### config.mk
export PLATFORM = sky130hd
export DESIGN_NAME = fpu_add_scheduler
export DESIGN_NICKNAME = d
export VERILOG_FILES = /design/src/rtl/fpu_add_scheduler.sv
export SDC_FILE = /design/constraint.sdc
export NUM_CORES = 1
export LEC_CHECK = 0
export CAP_MARGIN = 20
export CELL_PAD_IN_SITES_DETAIL_PLACEMENT = 0
export CELL_PAD_IN_SITES_GLOBAL_PLACEMENT = 2
export CORE_ASPECT_RATIO = 1.75
export CORE_UTILIZATION = 24
export DETAILED_ROUTE_END_ITERATION = 8
export PLACE_DENSITY_LB_ADDON = 0.2
export SLEW_MARGIN = 10
export SYNTH_ARGS = -nofsm -noshare
export SYNTH_HDL_FRONTEND = slang
export SYNTH_SLANG_ARGS = --single-unit
export TNS_END_PERCENT = 1
### constraint.sdc
create_clock -name clk -period 4.19 [get_ports clk]
set_input_delay 0.6285 -clock clk [delete_from_list [all_inputs] [get_ports clk]]
set_output_delay 0.6285 -clock clk [all_outputs]
set_load 0.01 [all_outputs]
### src/rtl/fpu_add_scheduler.sv
// fpu_add_scheduler: shares one combinational single-precision adder between
// two requesters. Round-robin grant in IDLE, operands registered onto the
// adder inputs (EXEC), sum captured and returned with the requester id (RESP).
//
// Handshakes: a transfer happens on a rising edge where valid and ready are
// both high. Requester side: reqN_ready is combinational and only ever high
// in IDLE, and the producer may drop valid at any time without effect.
// Response side: once rsp_valid rises, rsp_sum and rsp_id hold steady until
// the edge where rsp_ready is also high.
module fpu_add_scheduler #(
    parameter int TOTAL_SIZE = 32,
    parameter int CNT_W      = 16
) (
    input  logic                  clk,
    input  logic                  rst_n,
    input  logic                  req0_valid,
    output logic                  req0_ready,
    input  logic [TOTAL_SIZE-1:0] req0_a,
    input  logic [TOTAL_SIZE-1:0] req0_b,
    input  logic                  req0_sub,
    input  logic                  req1_valid,
    output logic                  req1_ready,
    input  logic [TOTAL_SIZE-1:0] req1_a,
    input  logic [TOTAL_SIZE-1:0] req1_b,
    input  logic                  req1_sub,
    output logic [TOTAL_SIZE-1:0] fpu_a,
    output logic [TOTAL_SIZE-1:0] fpu_b,
    input  logic [TOTAL_SIZE-1:0] fpu_sum,
    output logic                  rsp_valid,
    input  logic                  rsp_ready,
    output logic                  rsp_id,
    output logic [TOTAL_SIZE-1:0] rsp_sum,
    output logic [CNT_W-1:0]      ops_count,
    output logic                  busy,
    output logic [1:0]            dbg_state
);

    typedef enum logic [1:0] {
        S_IDLE = 2'd0,
        S_EXEC = 2'd1,
        S_RESP = 2'd2
    } state_t;

    state_t                r_state;
    logic [TOTAL_SIZE-1:0] r_op_a;
    logic [TOTAL_SIZE-1:0] r_op_b;
    logic                  r_id;
    logic                  r_last_grant;
    logic                  r_rsp_valid;
    logic                  r_rsp_id;
    logic [TOTAL_SIZE-1:0] r_rsp_sum;
    logic [CNT_W-1:0]      r_ops_count;

    logic w_idle;
    logic w_grant0;
    logic w_grant1;

    // Round-robin: a lone requester always wins; on a tie the one that was
    // not granted last wins. r_last_grant resets to 1 so req0 wins first.
    assign w_grant0 = req0_valid && (!req1_valid || r_last_grant);
    assign w_grant1 = req1_valid && (!req0_valid || !r_last_grant);
    assign w_idle   = (r_state == S_IDLE);

    // Ready is forced low while reset is held, even though state reads IDLE.
    assign req0_ready = rst_n && w_idle && w_grant0;
    assign req1_ready = rst_n && w_idle && w_grant1;

    assign fpu_a     = r_op_a;
    assign fpu_b     = r_op_b;
    assign rsp_valid = r_rsp_valid;
    assign rsp_id    = r_rsp_id;
    assign rsp_sum   = r_rsp_sum;
    assign ops_count = r_ops_count;
    assign busy      = (r_state != S_IDLE);
    assign dbg_state = r_state;

    // Single FSM: grant/issue in IDLE, capture adder sum in EXEC, hold the
    // response in RESP until the consumer takes it.
    always_ff @(posedge clk or negedge rst_n) begin
        if (!rst_n) begin
            r_state      <= S_IDLE;
            r_op_a       <= '0;
            r_op_b       <= '0;
            r_id         <= 1'b0;
            r_last_grant <= 1'b1;
            r_rsp_valid  <= 1'b0;
            r_rsp_id     <= 1'b0;
            r_rsp_sum    <= '0;
            r_ops_count  <= '0;
        end else begin
            case (r_state)
                S_IDLE: begin
                    if (w_grant0) begin
                        r_op_a       <= req0_a;
                        // Subtraction is a - b with the sign of b flipped.
                        r_op_b       <= {req0_b[TOTAL_SIZE-1] ^ req0_sub, req0_b[TOTAL_SIZE-2:0]};
                        r_id         <= 1'b0;
                        r_last_grant <= 1'b0;
                        r_state      <= S_EXEC;
                    end else if (w_grant1) begin
                        r_op_a       <= req1_a;
                        r_op_b       <= {req1_b[TOTAL_SIZE-1] ^ req1_sub, req1_b[TOTAL_SIZE-2:0]};
                        r_id         <= 1'b1;
                        r_last_grant <= 1'b1;
                        r_state      <= S_EXEC;
                    end
                end
                S_EXEC: begin
                    // The adder has had a full cycle on the registered operands.
                    r_rsp_sum   <= fpu_sum;
                    r_rsp_id    <= r_id;
                    r_rsp_valid <= 1'b1;
                    r_state     <= S_RESP;
                end
                S_RESP: begin
                    if (rsp_ready) begin
                        r_rsp_valid <= 1'b0;
                        r_ops_count <= r_ops_count + CNT_W'(1);
                        r_state     <= S_IDLE;
                    end
                end
                default: begin
                    r_state <= S_IDLE;
                end
            endcase
        end
    end

endmodule

# After elaboration in Yosys (flattened, before gate mapping)
# Cells that the tools add are included.
# totals
ramBits,0
register_bits,118
mem_count,0
latch_bits,0
out_inout_bits,119
mem_bits_ro,0
# classes
n_bitwise,2
muxes,12
n_reduce_logical,18
order_cmp,0
multipliers,0
n_eq_ne,4
addsub,1
div_mod_pow,0
shift,0
# ops
cell,count
$mux W32,4
$add A16 B1 Y16 const B,1
$reduce_and A2 Y1,4
$mux W2,3
$pmux W2 S3,1
$reduce_bool A2 Y1,3
$logic_and A1 B1 Y1,5
$logic_not A1 Y1,3
$mux W1,3
$ne A3 B1 Y1 const B,1
$eq A2 B1 Y1 const B,1
$eq A2 B2 Y1 const B,1
$logic_not A2 Y1,1
$logic_or A1 B1 Y1,2
$ne A2 B2 Y1 const B,1
$pmux W1 S2,1
$xor A1 B1 Y1,2

# Logic depth before layout (Yosys ltp)
# depth
word_depth,6
ltp_mapped,6
depth_no_buf,4

# Worst setup path after synthesis
# Ideal clock, no wire load.
# synth_timing
path_type,input -> output
start,in req1_valid
end,out req0_ready
slack_ps,2323
arrival_time_ps,1238
cell_stages,5
required_time_ps,3562
cell_sequence,inv_2 > o21ai_1 > buf_4 > buf_6 > nor2_1
# synth_via
elab_chain_len,4
# synth_rtl
item,line_no,source
start: declaration,21,"input logic req1_valid,"
$logic_not A1 Y1,60,assign w_grant0 = req0_valid && (!req1_valid || r_last_grant);
$logic_or A1 B1 Y1,60,
$logic_and A1 B1 Y1,60,
$logic_and A1 B1 Y1,65,assign req0_ready = rst_n && w_idle && w_grant0;
end: declaration,17,"output logic req0_ready,"
# Every way passes these cells.

# Final worst setup path
# layout_timing
start,reg r_state[1] (netlist: dbg_state[1])
end,out req1_ready
# layout_via
elab_chain_len,3
# layout_rtl
item,line_no,source
start: declaration,44,state_t r_state;
start signal: assignment,81,r_state <= S_IDLE;
start signal: assignment,99,r_state <= S_EXEC;
start signal: assignment,105,r_state <= S_EXEC;
$logic_not A2 Y1,62,assign w_idle = (r_state == S_IDLE);
$logic_and A1 B1 Y1 (2 in a row),66,assign req1_ready = rst_n && w_idle && w_grant1;
end: declaration,22,"output logic req1_ready,"
# Every way passes these cells.

==> impl_metrics.ini <==
[run]
drv_cap = 0

[timing]
fin_skew_ns = 0.00514
min_period_over_period = 0.654
setup_violations = 0
tns_ns = 0
post-route-min-period_ns = 2.74
worst_pin_slew_ns = 1.03
fmax_mhz = 365
holdWs_ns = 0.246
hold_viol = 0
report.final.slew_viol_count = 0
rsz0062_at_grt = false
slew_headroom = 0.313

[clock_network]
postCtsHoldBufs = 0
worst_skew_pair.late_latency_ns = 0.41
cts_setup_buffers = 0
cts_buffers = 17
postCtsResizedCells = 0
clk_path_buf_depth = 2
cts.sinks = 118
clk_pin_slew_worst_paths_ns = 0.05
cts_root_buffer = clkbuf_16
tritoncts = built
ctsHtreeMaxLevel = 4

[critical_path]
crit_family = simple AND/OR/NAND/NOR gates
critPathMaxStageDelay_ns = 0.54
path_max_fanout = 8
crit_chain = nor2_2 -> nand2_1 -> nor2_1 -> clkdlybuf4s50_1
crit_path_end_kind = output port
crit_type = reg2out
critPathLaunchType = register
critPathArrivalTime_ns = 2.11
slowest_stage = clkdlybuf4s50_1
cp.required_ns = 3.56
crit_buf_inv = 1

[logic_synthesis]
avgSynthCellArea_sq_um = 11.9
synthCells = 432
ys_seq_elements = 118
ys.flop_type = dfrtp_1
syn_nets = 600
ys_warn_count = 0
synth.distinct_cells = 34
synthesis.area_sq_um = 5130
synthArstFlopShare = 1.00
synth_enable_flop_cells = 0
yosysSeqAreaShare = 0.576

[layout]
finalNetCount = 882
final_util = 0.423
area_growth_pct = 72.4
postLayoutCellArea_sq_um = 8850
antenna_cells = 0
drive_gt1_frac = 0.109

[global_routing]
grt_first_pass_wirelength_microns = 25300
grt_pass1_vias = 4610
gr-usage-all-layers = 0.154
grt_max_degree = 73
antenna_found_initial = 0
overflow = 0

[pwr]
ir_drop_mv = 0.471
p_leak_nw = 3.76
powerDensity_nw_per_um2 = 702
p_total_mw = 6.21

[floorplan]
chipWidth_microns = 113
dieHeight_microns = 195
rows = 70
dieArea_sq_um = 22000
io_pins = 286
core_sq_um = 20900
initial_core_util = 0.245

[routing]
route.vias.total = 4266
drt_iter0_markers = 163
wl_per_cell_microns = 16.6
wl_microns = 16300
ant_nets = 0
first_pass_iters = 4
routed_via_density = 4.36
drc = 0

[worst_hold_path]
hp-class = in2async

[status]
status = finished, final reports clean

[place]
portBuffers = 285
dp_hpwl_microns = 12200
place_area_sq_um = 8210
place_congestion = 0.706
worst reg2reg max path: stages (launching register included):
cell and delay, ns:
dfrtp_1 0.48, nor2_2 0.40, o21a_4 0.67, buf_12 0.38, nor2_1 0.09, a21oi_1 0.13
cells by family (layout without fill, tap and decap cells):
logic type,count (synthesis),in the layout,share of synthesized area
XOR/XNOR,17,17,0.0290
AND/OR/NAND/NOR,97,97,0.0861
adder cells (fa/ha/maj),1,1,0.00244
flip-flops,118,118,0.576
buffers and inverters,30,325,0.0351
multiplexers,99,99,0.202
AO/OA/AOI/OAI,70,70,0.0700
synthesized netlist by cell type, drive strengths merged (2+ instances only):
library cell	n	area, sq um
and3	3	18.8
and2	2	12.5
buf	25	161
a21oi	65	325
xnor2	13	114
nand3	5	25.0
nor2	69	262
mux2	35	394
and4	2	17.5
nand2	6	22.5
inv	5	18.8
dfrtp	117	2930
xor2	4	35.0
mux2i	64	641
nand4	3	25.0
o21ai	2	10.0
per-layer routing:
metal  track usage  routed length [microns]
met5             0                        0
met2         0.290                     9220
met3        0.0537                     1130
met4        0.0662                      335
met1         0.150                     5600
cells in the final DEF, fill, tap and decap left out, types with 2 or more instances in the layout:
master           count
nand3_1              5
clkinvlp_4           5
and3_1               3
bufinv_16            5
inv_1                4
mux2i_1             64
mux2_2              35
and2_1               2
buf_4                2
a21oi_1             65
dfrtp_1            117
clkinv_2             4
buf_12               2
nor2_1              68
clkdlybuf4s50_1    284
xnor2_1             13
xor2_1               4
nand4_1              2
nand2_1              6
clkbuf_16           17
and4_1               2
through the flow:
stage,instances,worst slack [ns]
floorplan,432,2.32
global placement,947,1.49
detailed placement,947,1.48
CTS,979,1.39
global route,979,1.29
finish,979,1.45
state kept, by name, indices dropped and copies added (netlist names):
signal	flops
dbg_state	2
rsp_id	1
rsp_valid	1
fpu_b	32
fpu_a	32
r_id	1
ops_count	16
r_last_grant	1
rsp_sum	32
power by group:
group,total [mW],leakage [nW],switching [mW],internal [mW]
clock,1.58,0.298,0.529,1.05
sequential,1.97,1.36,0.303,1.66
combinational,2.66,2.10,1.17,1.50
final cells by class:
type / instances / area (sq um)
Clock inverter: 14 / 208
Sequential cell: 118 / 2950
Inverter: 5 / 18.8
Multi-Input combinational cell: 284 / 2020
Timing Repair Buffer: 288 / 2900
Clock buffer: 18 / 429
Fill cell: 2011 / 12100
Tap cell: 252 / 315
path summary, 6_finish.rpt:
path | from | to | slack (ns) | cells after the start
max in group asynchronous | rst_n | ops_count[12] | 2.53 | 2
hold / removal | rst_n | fpu_b[11] | 0.25 | 1
setup / recovery | dbg_state[1] | req1_ready | 1.45 | 4
hold reg to reg | ops_count[15] | ops_count[15] | 0.47 | 1
setup reg to reg | dbg_state[1] | fpu_a[24] | 1.96 | 5
min in group clk | ops_count[15] | ops_count[15] | 0.47 | 1
Note: power is estimated with default switching activity, not from simulation.
